File: config.mk
export PLATFORM = sky130hd
export DESIGN_NAME = spi_cmd_scheduler
export DESIGN_NICKNAME = d
export VERILOG_FILES = /design/src/rtl/spi_sched_pkg.sv /design/src/rtl/spi_cmd_scheduler_rr_arb.sv /design/src/rtl/spi_cmd_scheduler.sv
export SDC_FILE = /design/constraint.sdc
export NUM_CORES = 1
export LEC_CHECK = 0
export ABC_AREA = 1
export BUFFER_PORTS_ARGS = -buffer_cell sky130_fd_sc_hd__buf_2
export CORE_MARGIN = 2
export CORE_UTILIZATION = 38
export DETAILED_ROUTE_END_ITERATION = 7
export PLACE_DENSITY = 0.73
export SYNTH_ARGS = -nofsm -noshare
export SYNTH_HDL_FRONTEND = slang
export SYNTH_SLANG_ARGS = --single-unit
File: constraint.sdc
create_clock -name clock -period 1.65 [get_ports clock]
set_input_delay 0.165 -clock clock [delete_from_list [all_inputs] [get_ports clock]]
set_output_delay 0.165 -clock clock [all_outputs]
set_load 0.02 [all_outputs]
File: src/rtl/spi_sched_pkg.sv
// Shared types and constants for the flash command-bus scheduler.
package spi_sched_pkg;

    localparam int SPI_DSIZE = 8;
    localparam int SPI_CMD_W = 4;
    localparam int ADDR_W    = 3 * SPI_DSIZE;

    typedef enum logic [1:0] {
        S_IDLE,
        S_ISSUE,
        S_WAIT,
        S_DONE
    } sched_state_t;

    localparam logic [SPI_CMD_W-1:0] CMD_READ_MEM     = 4'h1;
    localparam logic [SPI_CMD_W-1:0] CMD_WRITE_PAGE   = 4'h2;
    localparam logic [SPI_CMD_W-1:0] CMD_SECTOR_ERASE = 4'h3;
    localparam logic [SPI_CMD_W-1:0] CMD_READ_STATUS  = 4'h4;
    localparam logic [SPI_CMD_W-1:0] CMD_WRITE_EN     = 4'h5;

endpackage

File: src/rtl/spi_cmd_scheduler_rr_arb.sv
// Combinational round-robin pick: first set req at or after (ptr+1) mod NUM_REQ.
module spi_rr_arb
    import spi_sched_pkg::*;
#(
    parameter int NUM_REQ = 4,
    parameter int PTR_W   = 2
) (
    input  logic [NUM_REQ-1:0] req,
    input  logic [PTR_W-1:0]   ptr,
    output logic               valid,
    output logic [PTR_W-1:0]   winner,
    output logic [NUM_REQ-1:0] onehot
);

    logic [PTR_W-1:0] cand;

    // Scan from farthest to nearest so the nearest set request overwrites last.
    always_comb begin
        valid  = 1'b0;
        winner = '0;
        onehot = '0;
        cand   = '0;
        for (int i = NUM_REQ; i >= 1; i--) begin
            cand = PTR_W'((int'(ptr) + i) % NUM_REQ);
            if (req[cand]) begin
                valid  = 1'b1;
                winner = cand;
            end
        end
        if (valid) begin
            onehot[winner] = 1'b1;
        end
    end

endmodule

File: src/rtl/spi_cmd_scheduler.sv
// Round-robin scheduler for the shared flash command bus; tracks busy -> finish per grant.
// Optional abort timer and err pulses are enabled by SPI_SCHED_TIMEOUT_EN.
//   state   | meaning
//   S_IDLE  | outputs cleared, arbitrate once command modules are quiet
//   S_ISSUE | cmd_request high, waiting for a module to raise busy
//   S_WAIT  | command accepted, waiting for finish
//   S_DONE  | one-cycle done/err pulse, grant still held
module spi_cmd_scheduler
    import spi_sched_pkg::*;
#(
    parameter int NUM_REQ = 4,
    parameter int NUM_MOD = 8,
    parameter int CMD_W   = 4,
    parameter int DSIZE   = 8,
    parameter int TIMEOUT = 65535
) (
    input  logic                         clock,
    input  logic                         rst,
    input  logic [NUM_REQ-1:0]           req,
    input  logic [NUM_REQ*CMD_W-1:0]     req_cmd,
    input  logic [NUM_REQ*3*DSIZE-1:0]   req_addr,
    output logic [NUM_REQ-1:0]           gnt,
    output logic [NUM_REQ-1:0]           done,
    output logic [NUM_REQ-1:0]           err,
    output logic                         cmd_request,
    output logic [CMD_W-1:0]             cmd_code,
    output logic [3*DSIZE-1:0]           cmd_addr,
    input  logic [NUM_MOD-1:0]           mod_busy,
    input  logic [NUM_MOD-1:0]           mod_finish,
    output logic                         sched_busy
);

    localparam int PTR_W = (NUM_REQ > 1) ? $clog2(NUM_REQ) : 1;
    localparam int AW    = 3 * DSIZE;

    sched_state_t       state;
    logic [PTR_W-1:0]   ptr;
    logic [PTR_W-1:0]   win_idx;
    logic [NUM_REQ-1:0] win_onehot;
    logic               win_valid;
    logic               guard_ok;
    logic               to_hit;
    logic [CMD_W-1:0]   sel_cmd;
    logic [AW-1:0]      sel_addr;

    spi_rr_arb #(
        .NUM_REQ (NUM_REQ),
        .PTR_W   (PTR_W)
    ) u_arb (
        .req     (req),
        .ptr     (ptr),
        .valid   (win_valid),
        .winner  (win_idx),
        .onehot  (win_onehot)
    );

    // Command modules hold busy while in reset, so never issue until the bus is quiet.
    assign guard_ok = (mod_busy == '0) && (mod_finish == '0);

    always_comb begin
        sel_cmd  = '0;
        sel_addr = '0;
        for (int i = 0; i < NUM_REQ; i++) begin
            if (win_idx == PTR_W'(i)) begin
                sel_cmd  = req_cmd[i*CMD_W +: CMD_W];
                sel_addr = req_addr[i*AW +: AW];
            end
        end
    end

    always_ff @(posedge clock) begin
        if (rst) begin
            state       <= S_IDLE;
            ptr         <= '0;
            gnt         <= '0;
            done        <= '0;
            cmd_request <= 1'b0;
            cmd_code    <= '0;
            cmd_addr    <= '0;
            sched_busy  <= 1'b0;
        end else begin
            case (state)
                S_IDLE: begin
                    if (win_valid && guard_ok) begin
                        gnt         <= win_onehot;
                        cmd_request <= 1'b1;
                        cmd_code    <= sel_cmd;
                        cmd_addr    <= sel_addr;
                        ptr         <= win_idx;
                        sched_busy  <= 1'b1;
                        state       <= S_ISSUE;
                    end
                end
                S_ISSUE: begin
                    if (to_hit) begin
                        cmd_request <= 1'b0;
                        state       <= S_DONE;
                    end else if (|mod_busy) begin
                        cmd_request <= 1'b0;
                        state       <= S_WAIT;
                    end
                end
                S_WAIT: begin
                    if (|mod_finish) begin
                        done  <= gnt;
                        state <= S_DONE;
                    end else if (to_hit) begin
                        state <= S_DONE;
                    end
                end
                S_DONE: begin
                    gnt         <= '0;
                    done        <= '0;
                    cmd_request <= 1'b0;
                    cmd_code    <= '0;
                    cmd_addr    <= '0;
                    sched_busy  <= 1'b0;
                    state       <= S_IDLE;
                end
                default: state <= S_IDLE;
            endcase
        end
    end

`ifdef SPI_SCHED_TIMEOUT_EN
    logic [15:0] to_cnt;

    // Fires on the cycle whose edge makes the count reach TIMEOUT, so err lands exactly then.
    assign to_hit = (({16'd0, to_cnt} + 32'd1) == 32'(TIMEOUT)) &&
                    ((state == S_ISSUE) || (state == S_WAIT));

    always_ff @(posedge clock) begin
        if (rst) begin
            to_cnt <= '0;
            err    <= '0;
        end else begin
            to_cnt <= ((state == S_ISSUE) || (state == S_WAIT)) ? to_cnt + 16'd1 : 16'd0;
            err    <= (to_hit && !((state == S_WAIT) && (|mod_finish))) ? gnt : '0;
        end
    end
`else
    localparam int timeout_unused = TIMEOUT;
    assign to_hit = 1'b0;
    assign err    = '0;
`endif

endmodule
**Yosys cells after proc, flatten, opt, wreduce, memory -nomap -nowiden**

Cells that the tools add are included.

- Register bits after elaboration: 42
- Output and inout port bits: 42

- Add/subtract/negate cells: 4
- $lt $le $gt $ge: 6
- Equal/unequal tests: 9
- Multiplexer cells: 43
- Reduce and logical (&&, ||, !) cells: 17

Operators by type and width:

| operator | number |
|---|---|
| 24-bit two-way mux | 5 |
| 24-bit case mux with 2 select lines | 1 |
| 4-bit two-way mux | 8 |
| 4-bit case mux with 2 select lines | 3 |
| 8-bit logical NOT | 2 |
| 8-bit OR reduction | 2 |
| 2-bit by 3-bit less-than comparator with 1-bit output, second input constant | 5 |
| 2-bit two-way mux | 7 |
| 1-bit two-way mux | 11 |
| 1-bit binary-select mux with 2-bit select | 4 |
| 2-bit equality test, second input constant | 4 |
| 2-bit case mux with 4 select lines | 1 |
| 2-bit inequality test, second input constant | 3 |
| 2-bit AND reduction | 3 |
| 3-bit AND reduction | 2 |
| 2-bit by 1-bit adder with 2-bit output, second input constant | 2 |
| 2-bit adder, second input constant | 2 |
| 2-bit by 1-bit equality test with 1-bit output, second input constant | 2 |
| 2-bit logical NOT | 2 |
| 2-bit nonzero test | 2 |
| 1-bit logical AND | 3 |
| 1-bit case mux with 3 select lines | 1 |
| 3-bit nonzero test | 1 |
| 1-bit demux with 2-bit select | 1 |
| other kinds (2) | 2 |

**Depth between registers and ports, before layout**

Gate-level depths: netlist of the first run.

- Depth after elaboration: 14
- Mapped depth: 17
- Gate-level depth less buffers: 16

**Modules after synthesis**

A second synthesis of the first run with hierarchy kept.

- Cell total of the unflattened synthesis: 525
- Area, all modules: 3086.7 µm²

Modules (own cells, without submodules):

| module | times used | cells an instance | area each (µm²) | seq. area each (µm²) |
|---|---|---|---|---|
| spi_cmd_scheduler | 1 | 461 | 2758.9 | 840.8 |
| spi_rr_arb | 1 | 64 | 327.8 | 0.0 |

**Least setup slack after synthesis of the first run**

Ideal clock, no wire load.

- Kind: reg2reg
- From: register ptr[0]
- To: register cmd_addr[3]
- Library setup time: 131 ps
- Arrival time: 1627 ps
- Slack: -108 ps
- Cell stages (with the launch flop): 16
- Clock period less this slack: 1758 ps
- Path through: dfxtp_1 -> inv_2 -> nand2_1 -> nand2_2 -> nand2_2 -> nand2_1 -> clkinv_1 -> nand2_2 -> nand2_1 -> nand2_2 -> buf_4 -> or2_2 -> nand2_1 -> nand2_1 -> nand2_1 -> a21oi_2

- Word-level cells in the longest chain between the ends: 14

RTL lines:

| item | line | source |
|---|---|---|
| start: declaration | spi_cmd_scheduler.sv:37 | `logic [PTR_W-1:0] ptr;` |
| start signal: assignment | spi_cmd_scheduler.sv:89 | `ptr <= win_idx;` |
| 2-bit by 1-bit adder with 2-bit output | spi_cmd_scheduler_rr_arb.sv:24 | `cand = PTR_W'((int'(ptr) + i) % NUM_REQ);` |
| 1-bit binary-select mux with 2-bit select | spi_cmd_scheduler_rr_arb.sv:25 | `if (req[cand]) begin` |
| 1-bit two-way mux (implied by the code) | spi_cmd_scheduler_rr_arb.sv:25 |  |
| 2-bit two-way mux (4 in a row) | spi_cmd_scheduler_rr_arb.sv:25 |  |
| 2-bit logical NOT | spi_cmd_scheduler.sv:64 | `if (win_idx == PTR_W'(i)) begin` |
| 24-bit two-way mux (4 in a row) | spi_cmd_scheduler.sv:64 |  |
| 24-bit two-way mux | spi_cmd_scheduler.sv:84 | `if (win_valid && guard_ok) begin` |
| 24-bit case mux with 2 select lines | spi_cmd_scheduler.sv:82 | `case (state)` |
| end signal: assignment | spi_cmd_scheduler.sv:88 | `cmd_addr <= sel_addr;` |
| end: declaration | spi_cmd_scheduler.sv:27 | `output logic [3*DSIZE-1:0] cmd_addr,` |

Several ways; a longest one is shown, not always the timed one. The select of a mux whose other input is x is not followed.
A chain may end at the register's enable or synchronous reset.

**Worst setup path after layout of the first run**

- From: register ptr[0]
- To: register cmd_addr[14]

The elaborated chain is that of the path after synthesis.

==> impl_metrics.env, run 1 <==
export IMPL_die_area_mm2=0.00894
export IMPL_whs_ns=0.200
export IMPL_antenna_left=0
export IMPL_total_leakage_power_nw=2.65
export IMPL_cts_sinks=42
export IMPL_hold_buffers=0
export IMPL_grt_max_degree=30
export IMPL_power_switching_mw=1.19
export IMPL_synthToLayoutAreaGrowth_pct=55.3
export IMPL_period_minus_slack_ns=1.98
export IMPL_die_h_um=94.5
export IMPL_min_path_type="input port to flop"
export IMPL_p_int_mw=2.06
export IMPL_seqCellArea_um2=848
export IMPL_insertion_delay_ns=0.31
export IMPL_p_comb_frac=0.456
export IMPL_clkPwrFrac=0.221
export IMPL_drc_errors=0
export IMPL_io_pins=176
export IMPL_finalHoldViolCount=0
export IMPL_viasPerCell=4.76
export IMPL_pwr_density_cell_mw_per_mm2=672
export IMPL_synthArstFlopShare=0
export IMPL_cap_violations=0
export IMPL_design_area_mm2=0.00484
export IMPL_required_ns=1.89
export IMPL_die_w_um=94.5
export IMPL_cts_max_path_buffers=2
export IMPL_gp_congestion=0.892
export IMPL_violations="negative setup slack"
export IMPL_antenna_found_initial=0
export IMPL_fmax_ghz=0.506
export IMPL_coreArea_mm2=0.00809
export IMPL_start_kind="flop"
export IMPL_crit_arrival_ns=2.21
export IMPL_grt_first_pass_wirelength_um=15800
export IMPL_switching_share=0.366
export IMPL_io_buffers=171
export IMPL_fin_crit_sh=1.20
export IMPL_num_nets_final=853
export IMPL_ys_types=31
export IMPL_ys_seq_area_frac=0.270
export IMPL_multiInputGateArea_mm2=0.00205
export IMPL_ys_ff_latch=42
export IMPL_ir_drop_v=0.000334
export IMPL_first_iter_violations=176
export IMPL_synth_most_common_cell="nand2_1"
export IMPL_crit_fanout=8
export IMPL_placed_area_mm2=0.00425
export IMPL_synth_top_area_share=0.270
export IMPL_synth_flop_cell="dfxtp_1"
export IMPL_cts_root_buffer="clkbuf_8"
export IMPL_ys_warn_count=0
export IMPL_pwr_share_seq=0.323
export IMPL_rsz0062_at_grt="true"
export IMPL_fill_cells=759
export IMPL_crit_type="flop to flop"
export IMPL_rows=33
export IMPL_netlist_area_mm2=0.00312
export IMPL_p_total_mw=3.25
export IMPL_initial_core_util=0.385
export IMPL_setup_tns_ns=-9.45
export IMPL_finalMaxSlewViolations=0
export IMPL_synth_edf_count=0
export IMPL_diodes=0
export IMPL_synth_area_leaders="dfxtp_1, nand2_1, inv_1"
export IMPL_syn_area_per_cell_um2=6.00
export IMPL_syn_inst=519
export IMPL_finalWorstSetupSlack_ns=-0.325
export IMPL_dp_hpwl_um=7650
export IMPL_numCtsBuffers=5
export IMPL_cp_end_kind="flop"
export IMPL_num_vias=3900
export IMPL_run_status="finished, violations left"
export IMPL_fin_skew_ns=0.00935
export IMPL_setup_viol=38
export IMPL_yosysTopAreaCell="dfxtp_1"
export IMPL_grt_overflow=0
export IMPL_cts_tree="yes"
export IMPL_grt_pass1_vias=3582
export IMPL_layout_drive_gt1_share=0.435
export IMPL_htreeDepth=2
export IMPL_grt_usage=0.220
export IMPL_wirelength_um=10600
export IMPL_wire_per_inst_um=12.9
export IMPL_dr_pass1_iters=5
export IMPL_path_clk_slew_ns=0.09
export IMPL_synth_common_cells="nand2_1, inv_1, nand3_1, dfxtp_1, a21oi_1"
[cell families (layout without fill, tap and decap cells)]
logic type / Yosys count / count (layout) / synth area share
adder cells (fa/ha/maj): 5 / 5 / 0.0201
AO/OA/AOI/OAI: 84 / 84 / 0.146
other: 1 / 4 / 0.00120
buffers and inverters: 101 / 294 / 0.154
AND/OR/NAND/NOR: 286 / 286 / 0.409
flip-flops: 42 / 42 / 0.270
[stage by stage]
stage	worst slack, ns	util	cells
final	-0.325	0.598	820
after global placement	-0.202	0.525	798
after global routing	-0.405	0.598	820
after CTS	-0.229	0.573	815
after floorplan	-0.0152	-	522
after detailed placement	-0.289	0.525	798
[cell usage in the layout, fill, tap and decap left out, drive strengths merged]
master | netlist | layout
nor2 | 6 | 6
a21oi | 45 | 45
clkbuf | 5 | 7
o21ai | 39 | 39
dfxtp | 42 | 42
inv | 70 | 72
nor4 | 4 | 4
nand3b | 2 | 2
nand2 | 206 | 206
ha | 5 | 5
conb | 1 | 4
nand3 | 44 | 44
buf | 24 | 211
nor3 | 1 | 1
clkinvlp | 0 | 1
clkinv | 2 | 3
or2 | 23 | 23
[power by group through the flow]
stage | registers, mW | logic, mW | clock network, mW
3_3_place_gp | 1.08 | 1.10 | 0
4_1_cts | 1.05 | 1.46 | 0.742
3_5_place_dp | 1.08 | 1.13 | 0
5_1_grt | 1.06 | 1.60 | 0.784
6_report | 1.05 | 1.48 | 0.719
2_1_floorplan | 1.08 | 0.698 | 0
[sequential cells by signal, summed over array words and instances (netlist names)]
register / flops
sched_busy: 1
done: 4
cmd_request: 1
gnt: 4
ptr: 2
state: 2
cmd_code: 4
cmd_addr: 24
[worst max-delay path, cell delays in order (launching register included)]
cell and delay (ns):
dfxtp_4 0.46, inv_4 0.06, nand2_2 0.08, nand2_4 0.06, nand2_4 0.08, nand2_2 0.07, nand2_4 0.08, nand2_2 0.06
nand2_4 0.08, nand2_8 0.09, buf_12 0.14, nor2_4 0.13, buf_12 0.14, nand2_1 0.05, nand3_1 0.07, nand3_1 0.09
a21oi_1 0.16
[metal layers]
layer | share of wire | wire length (um) | global-route usage | vias to the layer above
met4 | 0.015 | 156 | 0.0604 | 0
met5 | 0 | 0 | 0 | -
met1 | 0.42 | 4470 | 0.275 | 1740
li1 | - | - | - | 2003
met3 | 0.060 | 640 | 0.0279 | 14
met2 | 0.50 | 5330 | 0.398 | 143
[area by class of cell]
| cell class | count | area share |
|---|---|---|
| Timing Repair inverter | 1 | 0.00129 |
| Clock inverter | 3 | 0.00517 |
| Multi-Input combinational cell | 379 | 0.423 |
| Sequential cell | 42 | 0.175 |
| Inverter | 72 | 0.0621 |
| Tap cell | 105 | 0.0272 |
| Clock buffer | 5 | 0.0142 |
| Timing Repair Buffer | 213 | 0.292 |
[path summary, 6_finish.rpt]
path	from	to	slack [ns]	cells past startpoint
setup / recovery	ptr[0]$_SDFFE_PP0P_	cmd_addr[14]$_SDFFE_PP0P_	-0.33	16
hold / removal	req_addr[85]	cmd_addr[13]$_SDFFE_PP0P_	0.20	5
setup reg to reg	ptr[0]$_SDFFE_PP0P_	cmd_addr[14]$_SDFFE_PP0P_	-0.33	16
hold reg to reg	sched_busy$_SDFFE_PP0P_	sched_busy$_SDFFE_PP0P_	0.46	2
[timing repair]
action | CTS | global route
gates resized for setup | 56 | 30
endpoints found under the setup margin | 35 | 42
setup buffers | 6 | 3
gates cloned | 3 | 2
pin swaps | 13 | 4
hold endpoints to repair | 0 | 0
No activity file was read; power rests on OpenSTA's default activity.
==> run 2: changes to the inputs <==
--- a/config.mk
+++ b/config.mk
@@ -10,7 +10,7 @@
 export CORE_MARGIN = 2
 export CORE_UTILIZATION = 38
 export DETAILED_ROUTE_END_ITERATION = 7
-export PLACE_DENSITY = 0.73
+export PLACE_DENSITY = 0.71
 export SYNTH_ARGS = -nofsm -noshare
 export SYNTH_HDL_FRONTEND = slang
 export SYNTH_SLANG_ARGS = --single-unit
==> constraint.sdc (replaced) <==
create_clock -name clock -period 2.45 [get_ports clock]
set_input_delay 0.245 -clock clock [delete_from_list [all_inputs] [get_ports clock]]
set_output_delay 0.245 -clock clock [all_outputs]
set_load 0.02 [all_outputs]
==> impl_metrics.env, run 2 (synthesis gave the netlist of run 1 again) <==
export IMPL_rsz0062_at_grt="false"
export IMPL_crit_path_start="ptr[0]$_SDFFE_PP0P_"
export IMPL_crit_path_end="cmd_addr[14]$_SDFFE_PP0P_"
export IMPL_grt_pass1_vias=3233
export IMPL_cts_tree="yes"
export IMPL_cap_violations=0
export IMPL_clkPwrFrac=0.269
export IMPL_coreArea_mm2=0.00809
export IMPL_die_w_um=94.5
export IMPL_layout_drive_gt1_share=0.343
export IMPL_r2r_start="ptr[0]$_SDFFE_PP0P_"
export IMPL_p_int_mw=1.15
export IMPL_fin_crit_sh=0.890
export IMPL_ff2ff_path_depth=13
export IMPL_gp_congestion=0.898
export IMPL_finalWorstSetupSlack_ns=0.270
export IMPL_worstMarginPinSlew_ns=0.896
export IMPL_critPathTopFamily="simple AND/OR/NAND/NOR gates"
export IMPL_r2r_end="cmd_addr[14]$_SDFFE_PP0P_"
export IMPL_required_ns=2.61
export IMPL_num_vias=3673
export IMPL_cts_max_path_buffers=2
export IMPL_rows=33
export IMPL_switching_share=0.366
export IMPL_p_total_mw=1.81
export IMPL_path_clk_slew_ns=0.09
export IMPL_grt_usage=0.203
export IMPL_setup_viol=0
export IMPL_pwr_density_cell_mw_per_mm2=443
export IMPL_crit_type="flop to flop"
export IMPL_die_area_mm2=0.00894
export IMPL_min_path_type="input port to flop"
export IMPL_antenna_left=0
export IMPL_num_nets_final=818
export IMPL_hold_buffers=0
export IMPL_diodes=0
export IMPL_crit_top_cell="nand2_2"
export IMPL_cp_end_kind="flop"
export IMPL_place_ws_ns=0.233
export IMPL_largest_reg_flops=24
export IMPL_synthToLayoutAreaGrowth_pct=31.0
export IMPL_period_minus_slack_ns=2.18
export IMPL_final_cell_mix="nand2_1, buf_2, inv_1"
export IMPL_relSlewSlack=0.401
export IMPL_critical_path_buf_inv_count=3
export IMPL_cts_sinks=42
export IMPL_crit_arrival_ns=2.34
export IMPL_start_kind="flop"
export IMPL_fmax_ghz=0.459
export IMPL_die_h_um=94.5
export IMPL_reg2reg_slack_ns=0.27
export IMPL_grt_max_degree=34
export IMPL_final_common_cell="nand2_1"
export IMPL_ir_drop_v=0.000374
export IMPL_run_status="complete, no violations"
export IMPL_power_switching_uw=662
export IMPL_wirelength_um=9410
export IMPL_wire_per_inst_um=12.0
export IMPL_pwr_share_seq=0.393
export IMPL_first_iter_violations=151
export IMPL_dr_pass1_iters=4
export IMPL_placedCellCount=777
export IMPL_regMostFlops="cmd_addr"
export IMPL_io_buffers=171
export IMPL_slowest_delay_ns=0.45
export IMPL_crit_fanout=33
export IMPL_drc_errors=0
export IMPL_crit_chain="inv_2 > nand2_1 > nand2_2 > nand2_2 > nand2_2 > inv_2 > nand3_1 > nand2_4 > nand2_2 > buf_6 > or2_2 > nand3_1 > a21oi_1"
export IMPL_cts_root_buffer="clkbuf_8"
export IMPL_cp_slowest_cell="dfxtp_1"
export IMPL_p_comb_frac=0.338
export IMPL_io_pins=176
export IMPL_fin_skew_ns=0.00307
export IMPL_grt_first_pass_wirelength_um=14500
export IMPL_stdcell_count=785
export IMPL_finalHoldViolCount=0
export IMPL_insertion_delay_ns=0.29
export IMPL_htreeDepth=2
export IMPL_numCtsBuffers=5
export IMPL_antenna_found_initial=0
export IMPL_viasPerCell=4.68
export IMPL_grt_overflow=0
export IMPL_finalMaxSlewViolations=0
export IMPL_initial_core_util=0.385
export IMPL_path_depth=13
export IMPL_setup_tns_ns=0
export IMPL_total_leakage_power_nw=2.33
export IMPL_dp_hpwl_um=7280
[run 2: power groups by stage]
stage | clock (mW) | combinational, mW | sequential (mW)
finish | 0.486 | 0.612 | 0.710
global route | 0.521 | 0.693 | 0.712
CTS | 0.494 | 0.616 | 0.710
detailed placement | 0 | 0.613 | 0.726
global placement | 0 | 0.604 | 0.725
floorplan | 0 | 0.463 | 0.730
[run 2: routing by layer]
layer / up-vias / GRT usage / part of all wire
met5: - / 0 / 0
met4: 0 / 0.0411 / 0.0085
met3: 8 / 0.0471 / 0.090
met2: 136 / 0.357 / 0.48
met1: 1609 / 0.256 / 0.42
li1: 1920 / - / -
[run 2: worst min path at each step]
stage                                         start                   endpoint  cells past startpoint
after global routing                   req_addr[82]  cmd_addr[10]$_SDFFE_PP0P_                      5
after CTS                              req_addr[82]  cmd_addr[10]$_SDFFE_PP0P_                      5
after floorplan                        req_addr[82]  cmd_addr[10]$_SDFFE_PP0P_                      4
after global placement         done[2]$_SDFFE_PP0P_       done[2]$_SDFFE_PP0P_                      2
final                                  req_addr[82]  cmd_addr[10]$_SDFFE_PP0P_                      5
after detailed placement  cmd_addr[17]$_SDFFE_PP0P_  cmd_addr[17]$_SDFFE_PP0P_                      2
[run 2: cell type report]
| cell class | count | area, um2 |
|---|---|---|
| Fill cell | 859 | 4010 |
| Multi-Input combinational cell | 379 | 1810 |
| Timing Repair Buffer | 179 | 932 |
| Sequential cell | 42 | 841 |
| Inverter | 72 | 275 |
| Tap cell | 105 | 131 |
| Clock buffer | 6 | 82.6 |
| Clock inverter | 2 | 12.5 |
[run 2: repair_timing]
action                     in CTS  in global routing
hold endpoints to repair        0                  0
setup endpoints to repair       0                  3
gates resized for setup         0                  2
buffers inserted                0                  0
[run 2: worst min-delay path: cells and delay by family]
kind	cells	cell delay, ns
AND/OR/NAND/NOR	3	0.15
AO/OA/AOI/OAI	1	0.05
buffers and inverters	1	0.10
[run 2: stage by stage]
stage | hold slack, ns | utilization | cell area [um2]
floorplan | 0.473 | - | 3130
global placement | 0.450 | 0.492 | 3980
detailed placement | 0.456 | 0.492 | 3980
CTS | 0.284 | 0.504 | 4080
global route | 0.299 | 0.504 | 4080
finish | 0.288 | 0.504 | 4080
==> run 3: changes to the inputs <==
--- a/config.mk
+++ b/config.mk
@@ -5,12 +5,11 @@
 export SDC_FILE = /design/constraint.sdc
 export NUM_CORES = 1
 export LEC_CHECK = 0
-export ABC_AREA = 1
 export BUFFER_PORTS_ARGS = -buffer_cell sky130_fd_sc_hd__buf_2
 export CORE_MARGIN = 2
 export CORE_UTILIZATION = 38
 export DETAILED_ROUTE_END_ITERATION = 7
-export PLACE_DENSITY = 0.71
+export PLACE_DENSITY = 0.75
 export SYNTH_ARGS = -nofsm -noshare
 export SYNTH_HDL_FRONTEND = slang
 export SYNTH_SLANG_ARGS = --single-unit
==> impl_metrics.env, run 3 <==
export IMPL_crit_path_end="cmd_addr[5]$_SDFFE_PP0P_"
export IMPL_gp_congestion=0.719
export IMPL_diodes=0
export IMPL_synth_area_leaders="dfxtp_1, mux2_2, mux2i_1"
export IMPL_synthToLayoutAreaGrowth_pct=40.8
export IMPL_power_switching_uw=325
export IMPL_syn_area_per_cell_um2=9.79
export IMPL_slowest_delay_ns=0.71
export IMPL_ys_seq_area_frac=0.342
export IMPL_ys_ff_latch=42
export IMPL_cp_end_kind="flop"
export IMPL_num_nets_final=555
export IMPL_dp_hpwl_um=5110
export IMPL_crit_fanout=30
export IMPL_setup_tns_ns=0
export IMPL_critPathTopFamily="simple AND/OR/NAND/NOR gates"
export IMPL_fill_cells=621
export IMPL_grt_overflow=0
export IMPL_total_leakage_power_nw=1.74
export IMPL_syn_inst=251
export IMPL_fin_crit_sh=0.783
export IMPL_initial_core_util=0.389
export IMPL_grt_usage=0.177
export IMPL_path_clk_slew_ns=0.07
export IMPL_die_h_um=84.4
export IMPL_crit_arrival_ns=2.13
export IMPL_antenna_left=0
export IMPL_coreArea_mm2=0.00631
export IMPL_synth_common_cells="dfxtp_1, mux2i_1, a22oi_1, mux2_2, o21ai_1"
export IMPL_rows=29
export IMPL_synthArstFlopShare=0
export IMPL_synth_edf_count=0
export IMPL_placed_area_mm2=0.00338
export IMPL_path_depth=6
export IMPL_regMostFlops="cmd_addr"
export IMPL_wirelength_um=6470
export IMPL_synth_compound_area_frac=0.207
export IMPL_reg2reg_slack_ns=0.57
export IMPL_synthMuxAreaShare=0.255
export IMPL_required_ns=2.66
export IMPL_seqCellArea_um2=841
export IMPL_synth_xor_area_frac=0
export IMPL_finalMaxSlewViolations=0
export IMPL_crit_chain="buf_2 > or4_4 > nor2_4 > nand4_4 > or4b_4 > o21ai_1"
export IMPL_die_w_um=84.4
export IMPL_hold_buffers=0
export IMPL_crit_type="input port to flop"
export IMPL_insertion_delay_ns=0.28
export IMPL_viasPerCell=5.07
export IMPL_synth_flop_cell="dfxtp_1"
export IMPL_ys_types=34
export IMPL_cap_violations=0
export IMPL_pwr_density_cell_mw_per_mm2=400
export IMPL_rsz0062_at_grt="false"
export IMPL_num_vias=2494
export IMPL_place_ws_ns=0.233
export IMPL_multiInputGateArea_mm2=0.00149
export IMPL_fin_skew_ns=0.00641
export IMPL_ff2ff_path_depth=7
export IMPL_grt_first_pass_wirelength_um=10500
export IMPL_crit_path_start="mod_busy[5]"
export IMPL_wire_per_inst_um=13.1
export IMPL_design_area_mm2=0.00346
export IMPL_numCtsBuffers=5
export IMPL_dr_pass1_iters=4
export IMPL_r2r_start="ptr[1]$_SDFFE_PP0P_"
export IMPL_start_kind="input port"
export IMPL_layout_drive_gt1_share=0.540
export IMPL_final_cell_mix="buf_2, dfxtp_1, mux2i_1"
export IMPL_synth_most_common_cell="dfxtp_1"
export IMPL_yosysTopAreaCell="dfxtp_1"
export IMPL_min_path_type="input port to flop"
export IMPL_whs_ns=0.220
export IMPL_cts_setup_buffers=0
export IMPL_cts_root_buffer="clkbuf_8"
export IMPL_critical_path_buf_inv_count=1
export IMPL_grt_pass1_vias=2377
export IMPL_netlist_area_mm2=0.00246
export IMPL_antenna_found_initial=0
export IMPL_fin_util=0.548
export IMPL_r2r_end="cmd_addr[22]$_SDFFE_PP0P_"
export IMPL_run_status="complete, no violations"
export IMPL_clkPwrFrac=0.310
export IMPL_switching_share=0.235
export IMPL_io_pins=176
export IMPL_cts_sinks=42
export IMPL_drc_errors=0
export IMPL_synthAdderAreaFrac=0.0255
export IMPL_yosys_area_share_simple=0.107
export IMPL_ir_drop_v=0.000205
export IMPL_io_buffers=171
export IMPL_cts_max_path_buffers=2
export IMPL_first_iter_violations=59
export IMPL_p_comb_frac=0.197
export IMPL_synth_top_area_share=0.342
export IMPL_pwr_share_seq=0.493
export IMPL_finalHoldViolCount=0
export IMPL_cts_tree="yes"
export IMPL_finalWorstSetupSlack_ns=0.532
export IMPL_cp_slowest_cell="or4b_4"
export IMPL_p_int_mw=1.06
export IMPL_largest_reg_flops=24
export IMPL_grt_max_degree=32
export IMPL_post_cts_resized=0
export IMPL_final_common_cell="buf_2"
export IMPL_period_minus_slack_ns=1.92
export IMPL_htreeDepth=2
export IMPL_die_area_mm2=0.00713
export IMPL_setup_viol=0
export IMPL_ys_warn_count=0
export IMPL_synth_top_family_by_area="multiplexers"
export IMPL_fmax_ghz=0.521
[run 3: cell count changes in the layout (fill, tap and decap cells not counted), sizes merged, moves of 6 or more]
cell,previous run,this run
nand2,206,3
inv,70,6
nand3,44,0
a21oi,45,10
mux2i,0,31
a22oi,0,28
mux2,0,28
or2,23,0
o21ai,39,30
nand2b,0,8
nor2,6,12
[run 3: cells by family after synthesis]
kind of cell / count (synthesis)
adder cells (fa/ha/maj): 5
AND/OR/NAND/NOR: 38
AO/OA/AOI/OAI: 78
flip-flops: 42
other: 1
multiplexers: 59
buffers and inverters: 28
[run 3: routing by layer]
layer | GRT usage | vias up | part of all wire
met4 | 0.0505 | 0 | 0.0060
met2 | 0.331 | 97 | 0.52
met5 | 0 | - | 0
met3 | 0.0344 | 2 | 0.067
met1 | 0.204 | 1144 | 0.41
li1 | - | 1251 | -
[run 3: tightest hold or removal path, delay by kind of cell]
family,cells,cell delay [ns]
compound gates,1,0.10
buf+inv,1,0.07
mux,1,0.05
[run 3: layout make-up]
class	count	area share
Timing Repair Buffer	177	0.268
Clock buffer	6	0.0239
Sequential cell	42	0.243
Multi-Input combinational cell	184	0.431
Tap cell	77	0.0278
Inverter	6	0.00651
[run 3: power by group through the flow]
stage	registers (mW)	clock network (mW)	logic, mW
after floorplan	0.698	0	0.145
after global placement	0.698	0	0.271
after detailed placement	0.698	0	0.275
after CTS	0.682	0.447	0.276
after global routing	0.682	0.477	0.299
final	0.682	0.429	0.272
[run 3: how the worst min path moves through the flow]
stage	from	endpoint	slack, ns	depth (start not counted)
global placement	done[2]$_SDFFE_PP0P_	done[2]$_SDFFE_PP0P_	0.45	2
floorplan	req_addr[48]	cmd_addr[0]$_SDFFE_PP0P_	0.42	2
CTS	req_addr[58]	cmd_addr[10]$_SDFFE_PP0P_	0.21	3
detailed placement	done[2]$_SDFFE_PP0P_	done[2]$_SDFFE_PP0P_	0.46	2
finish	req_addr[62]	cmd_addr[14]$_SDFFE_PP0P_	0.22	3
global route	req_cmd[11]	cmd_code[3]$_SDFFE_PP0P_	0.24	3
[run 3: metrics by stage]
step                power (mW)  cells
global route              1.46    492
CTS                       1.41    492
global placement         0.969    486
finish                    1.38    492
detailed placement       0.973    486
floorplan                0.843    254
